==> config.mk <==
export PLATFORM = sky130hd
export DESIGN_NAME = fetch_stage
export DESIGN_NICKNAME = d
export VERILOG_FILES = /design/src/rtl/fetch_stage.sv
export SDC_FILE = /design/constraint.sdc
export NUM_CORES = 1
export LEC_CHECK = 0
export CORE_ASPECT_RATIO = 2
export CORE_MARGIN = 2
export CORE_UTILIZATION = 34
export DETAILED_ROUTE_END_ITERATION = 8
export GPL_TIMING_DRIVEN = 0
export PLACE_DENSITY = 0.65
export SYNTH_ARGS = -nofsm -noshare
export SYNTH_HDL_FRONTEND = slang
export SYNTH_SLANG_ARGS = --single-unit
==> constraint.sdc <==
create_clock -name clk -period 11.35 [get_ports clk]
set_input_delay 2.27 -clock clk [delete_from_list [all_inputs] [get_ports clk]]
set_output_delay 2.27 -clock clk [all_outputs]
set_load 0.03 [all_outputs]
==> src/rtl/fetch_stage.sv <==
// Instruction fetch stage: one outstanding imem read feeding a 2-entry {pc, bundle} FIFO toward decode.
// Optional performance counters are enabled by defining FETCH_PERF_CNT_EN.
module fetch_stage (
    input  logic         clk,
    input  logic         rst,
    input  logic [31:0]  pc_in,
    input  logic         squash_in,
    input  logic         halt_in,
    output logic         stall_out,
    output logic         imem_rd_en,
    output logic [31:0]  imem_addr,
    input  logic [127:0] imem_rdata,
    output logic         dec_valid,
    input  logic         dec_ready,
    output logic [31:0]  dec_pc,
    output logic [127:0] dec_bundle,
    output logic         fetch_halted,
    output logic [31:0]  perf_fetched,
    output logic [31:0]  perf_squashed
);

    typedef enum logic [1:0] {IDLE, RUN, DRAIN, HALTED} state_t;

    state_t         state, state_next;
    logic [31:0]    pc_mem     [2];
    logic [127:0]   bundle_mem [2];
    logic           wr_ptr, rd_ptr;
    logic [1:0]     count;
    logic           req_v;
    logic [31:0]    req_pc;
    logic           push, pop;
    logic [2:0]     occupancy;

    // Occupancy counts the in-flight response as a slot it will need next cycle.
    assign occupancy  = {1'b0, count} + {2'b00, req_v} - {2'b00, pop};
    assign stall_out  = rst || (occupancy >= 3'd2) || (state != RUN);
    assign imem_rd_en = !rst && (state == RUN) && !halt_in && ((occupancy < 3'd2) || squash_in);
    assign imem_addr  = pc_in;

    assign dec_valid  = !rst && (count != 2'd0) && !squash_in;
    assign pop        = dec_valid && dec_ready;
    assign push       = req_v && !squash_in;
    assign dec_pc     = pc_mem[rd_ptr];
    assign dec_bundle = bundle_mem[rd_ptr];

    assign fetch_halted = (state == HALTED);

    always_comb begin
        state_next = state;
        unique case (state)
            IDLE:    state_next = RUN;
            RUN:     if (halt_in) state_next = DRAIN;
            DRAIN:   if (squash_in || (count == 2'd0 && !req_v)) state_next = HALTED;
            HALTED:  state_next = HALTED;
            default: state_next = IDLE;
        endcase
    end

    always_ff @(posedge clk) begin
        if (rst) begin
            state  <= IDLE;
            count  <= 2'd0;
            wr_ptr <= 1'b0;
            rd_ptr <= 1'b0;
            req_v  <= 1'b0;
            req_pc <= 32'd0;
            // NOTE: the storage is small and decode sees it directly, so it is reset explicitly.
            for (int i = 0; i < 2; i++) begin
                pc_mem[i]     <= 32'd0;
                bundle_mem[i] <= 128'd0;
            end
        end else begin
            state  <= state_next;
            req_v  <= imem_rd_en;
            req_pc <= pc_in;
            if (squash_in) begin
                count  <= 2'd0;
                wr_ptr <= 1'b0;
                rd_ptr <= 1'b0;
            end else begin
                if (push) begin
                    pc_mem[wr_ptr]     <= req_pc;
                    bundle_mem[wr_ptr] <= imem_rdata;
                    wr_ptr             <= ~wr_ptr;
                end
                if (pop)
                    rd_ptr <= ~rd_ptr;
                count <= count + {1'b0, push} - {1'b0, pop};
            end
        end
    end

`ifdef FETCH_PERF_CNT_EN
    logic [31:0] fetched_q, squashed_q;
    logic [1:0]  dropped;
    logic [32:0] squashed_sum;

    // A squash discards every buffered bundle plus the response arriving this cycle.
    assign dropped      = count + {1'b0, req_v};
    assign squashed_sum = {1'b0, squashed_q} + {31'd0, dropped};

    always_ff @(posedge clk) begin
        if (rst) begin
            fetched_q  <= 32'd0;
            squashed_q <= 32'd0;
        end else begin
            if (pop && fetched_q != 32'hFFFF_FFFF)
                fetched_q <= fetched_q + 32'd1;
            if (squash_in)
                squashed_q <= squashed_sum[32] ? 32'hFFFF_FFFF : squashed_sum[31:0];
        end
    end

    assign perf_fetched  = fetched_q;
    assign perf_squashed = squashed_q;
`else
    assign perf_fetched  = 32'd0;
    assign perf_squashed = 32'd0;
`endif

endmodule
==> metrics list <==
* Compound-cell area share of the yosys netlist: 0.00270
- Synthesized instance count: 1,068
- Maxcap violations: 0
* Maximum fanout along the worst path: 6
* Clock transition at the registers of the reported paths: 60 ps
- The initial utilization of the core area, before any placement, comes to 0.344.
- Number of endpoints failing setup at the final stage: 0
- Post-CTS repair changed the size of 0 cells.
- edfxtp_1 takes more of the synthesized area than any other cell.
* Remaining antenna violation count: 0
* Ranking of synthesized cells by area: edfxtp_1 (61%), and2_1 (13%), mux2_2 (11%)
* CP Cell Sequence: clkdlybuf4s50_1 > or2_1 > buf_4 > nor2_1 > and2_1 > ha_1 > nand2b_1 > fa_1 > xnor2_1 > a21oi_1 > nor3b_1 > clkdlybuf4s50_1
* Clock Tree Buf Depth: 3
* WP buf/inv: 3
- Counting stages on the worst path, the most repeated cell is clkdlybuf4s50_1.
- The number of antenna violations at the first check in global routing was 9.
- VDD sags by at most 106 uV.
- Share of the yosys chip area belonging to registers: 0.660
- Entering global routing, the biggest net connects 60 pins.
* Per-cell routed wire length: 18.6 um
- Routed wl met2: 21,900 um
- Count of final hold-check violations: 0
- Buffers added to address setup during post-CTS repair amount to 0.
- In the routed design, unresolved DRC markers number 0.
- The first global-routing pass estimated 58,300 um of wire.
* Final GP Congestion: 0.763
- Area of the placeable core: 45,800 um^2
* Worst slew pin tran: 908 ps
- Crit share post-route: 0.691
- Arrival time of the worst setup path: 5580 ps
* Max stage delay on crit path: 710 ps
* Number of placement rows: 111
- CTS Hold Bufs: 0
* Status: finished clean
* Reported net switching power: 687 uW
- Post-synth top area share: 0.609
- Most common library cell in the layout ignoring fill and taps: clkdlybuf4s50_1
- On the critical path the largest part of the delay comes from buffers and inverters.
- Via count of the routed design: 9,428
- Crit path launch type: primary input
* Simple logic cell fraction of the synthesized area: 0.149
- Destination of the worst hold path: wr_ptr
- Xor and xnor area share after synthesis: 0.00222
* Type of the tightest min-delay check: reg2reg
* Total CTS buffers: 34
* F_max: 127 MHz
- The share of total power dissipated in sequential elements is 0.509.
- Internal reg-to-reg setup slack: 8610 ps
- TritonCTS sink count: 360
* Proportion of power drawn by combinational gates: 0.117
- Via count of the first global-routing pass: 10,000
- Horiz. Die Dim: 156 um
- Clock latency on the worst-skew pair, taken at its later pin, is 530 ps.
- After detailed routing, the wire length on met1 is 13,500 um.
* Synth Register Bits: 360
- Share of post-route cells with drive strength above 1: 0.227
* Combined area of all synthesized cells: 15,800 um^2
- Via count normalized by instance count: 4.43
* DRT Wirelength: 39,500 um
* Combinational family with the most area after synthesis: simple AND/OR/NAND/NOR gates
- Setup total negative slack: 0 ps
* Quantity of I/O buffers inserted on ports: 360
* Critical Path Slowest Stage Cell: clkdlybuf4s50_1
- A synthesized cell averages 14.8 um^2.
* Worst hold slack: 470 ps
- In this run the number of H-tree levels came out at 2.
- Fill cell count: 4,103
* Max-slew violations: 0
* Post-detail-place hpwl: 29,200 um
- Arithmetic-cell share of the synthesized area counting full adders, half adders and majority gates: 0.00365
- By startpoint and endpoint, the worst setup path is classified as in2out.
- Endpoint of the most critical register-to-register path: bundle_mem[1][88]
- Unique cell type count in the Yosys netlist: 30
* Worst reg2reg path depth: 5
- In this run the number of cells on the critical path is 12.
- The Yosys step of the flow raised 0 warnings.
- DIE AREA: 48,200 um^2
- At the end of the flow, the number of nets in the layout was 1,704.
- Max Used Layer: met5
- Of the total power, the clock network draws 0.374.
- The worst register-to-register path begins at req_v.
- TritonCTS built the clock tree.
* Post-Route Skew: 22.2 ps
- For this design the ratio of total power to cell area is 137 nW/um^2.
* Commonest cells after routing, fill and taps aside: clkdlybuf4s50_1 (360), and2_1 (323), edfxtp_1 (320)
- Depth of the worst hold-timing path: 2
* Worst slew margin: 0.395
- CTS Root Cell: clkbuf_16
- Detailed Routing Iterations Pass 1: 4
- STA classifies the critical path endpoint as a primary output.
- Subtracting the final worst setup slack from the clock period gives 7850 ps.
* Final design instance area without fill: 21,600 um^2
- Setup repair after global routing missed its margin: no
* Area post-placement: 20,500 um^2
* Cell Int Power: 2.27 mW
* Portion of netlist area occupied by mux cells: 0.114
- Switching share of total power: 0.232
* Core Util, Final: 0.471
- Count of routing violations after the opening detailed-route iteration: 338
* Startpoint of the lowest-slack hold path: wr_ptr
- For this design the static power due to leakage is 8.41 nW.
- Global Route Usage Sum: 0.161
- I/O pin count: 425
- The completed layout was analyzed and its total power is 2.96 mW.
- The area growth from synthesis to layout is 36.9%.
- Metal3 WL: 2590 um
* Aggregate global routing overflow: 0
- Measured along the y axis, the die boundary spans 309 um.
- For the worst setup path, the data required time is 9080 ps.
logic make-up (layout without fill, tap and decap cells):
kind of cell	after synthesis	count (layout)
simple gates	376	376
flops	360	360
mux	160	160
buf+inv	156	583
compound gates	7	7
fa+ha+maj	4	4
xor+xnor	4	4
other cells	1	70
final cells by class:
class | instances | area (um^2) | share of cell area
antenna | 6 | 15.0 | 0.000696
buffer | 154 | 1070 | 0.0495
clock buffer | 47 | 951 | 0.0441
clock inverter | 12 | 115 | 0.00533
inverter | 2 | 7.51 | 0.000348
multi-input combinational | 615 | 4530 | 0.210
sequential | 360 | 10400 | 0.482
tap | 565 | 707 | 0.0327
timing repair buffer | 368 | 3780 | 0.175
per-layer routing:
metal  up-vias  GRT usage
met5         -          0
met3        70     0.0352
met1      4541      0.160
li1       4476          -
met2       337      0.312
met4         4     0.0734
per-stage QoR:
step	instances	worst slack [ps]
after global placement	2056	-4540
after global routing	2128	3320
final	2129	3500
after detailed placement	2064	3530
after floorplan	1131	1010
after CTS	2123	3500
worst max path at each step:
| stage | from | end | slack, ps |
|---|---|---|---|
| floorplan | squash_in | bundle_mem[0][0] | 1010 |
| global placement | squash_in | bundle_mem[0][93] | -4540 |
| detailed placement | squash_in | imem_rd_en | 3530 |
| CTS | squash_in | imem_rd_en | 3500 |
| global route | squash_in | imem_rd_en | 3320 |
| finish | squash_in | imem_rd_en | 3500 |
cells in the mapped netlist:
cell type	number
nor2_1	8
nor2b_1	32
nand2_1	2
xor2_1	2
buf_1	1
o21bai_1	1
or2_1	1
buf_4	97
o21ai_0	1
buf_12	1
dfxtp_1	40
nand3_1	1
xnor2_1	2
clkbuf_1	17
and2_1	323
buf_6	10
buf_2	28
inv_1	2
edfxtp_1	320
a211oi_1	2
a21oi_1	3
and3_1	1
mux2_2	160
nor2_8	1
nand2b_1	3
fa_1	1
nor3b_1	3
or2_2	1
conb_1	1
ha_1	3
power groups by stage:
stage               combinational, mW  sequential, mW  clock, mW
finish                          0.346            1.50       1.10
global route                    0.364            1.51       1.18
CTS                             0.350            1.51       1.14
detailed placement              0.348            1.53          0
global placement                0.337            1.55          0
floorplan                       0.184            1.54          0
tightest hold or removal path: stages, from the launching register on:
cell	delay, ps
dfxtp_1	310
nand2_1	50
a21oi_1	60
registers in the layout, summed over array words and instances, names as in the netlist, named ones only:
signal,cells
bundle_mem,256
pc_mem,64
req_pc,32
count,2
state,2
rd_ptr,1
req_v,1
wr_ptr,1
Power figures use the tool's default switching activity.
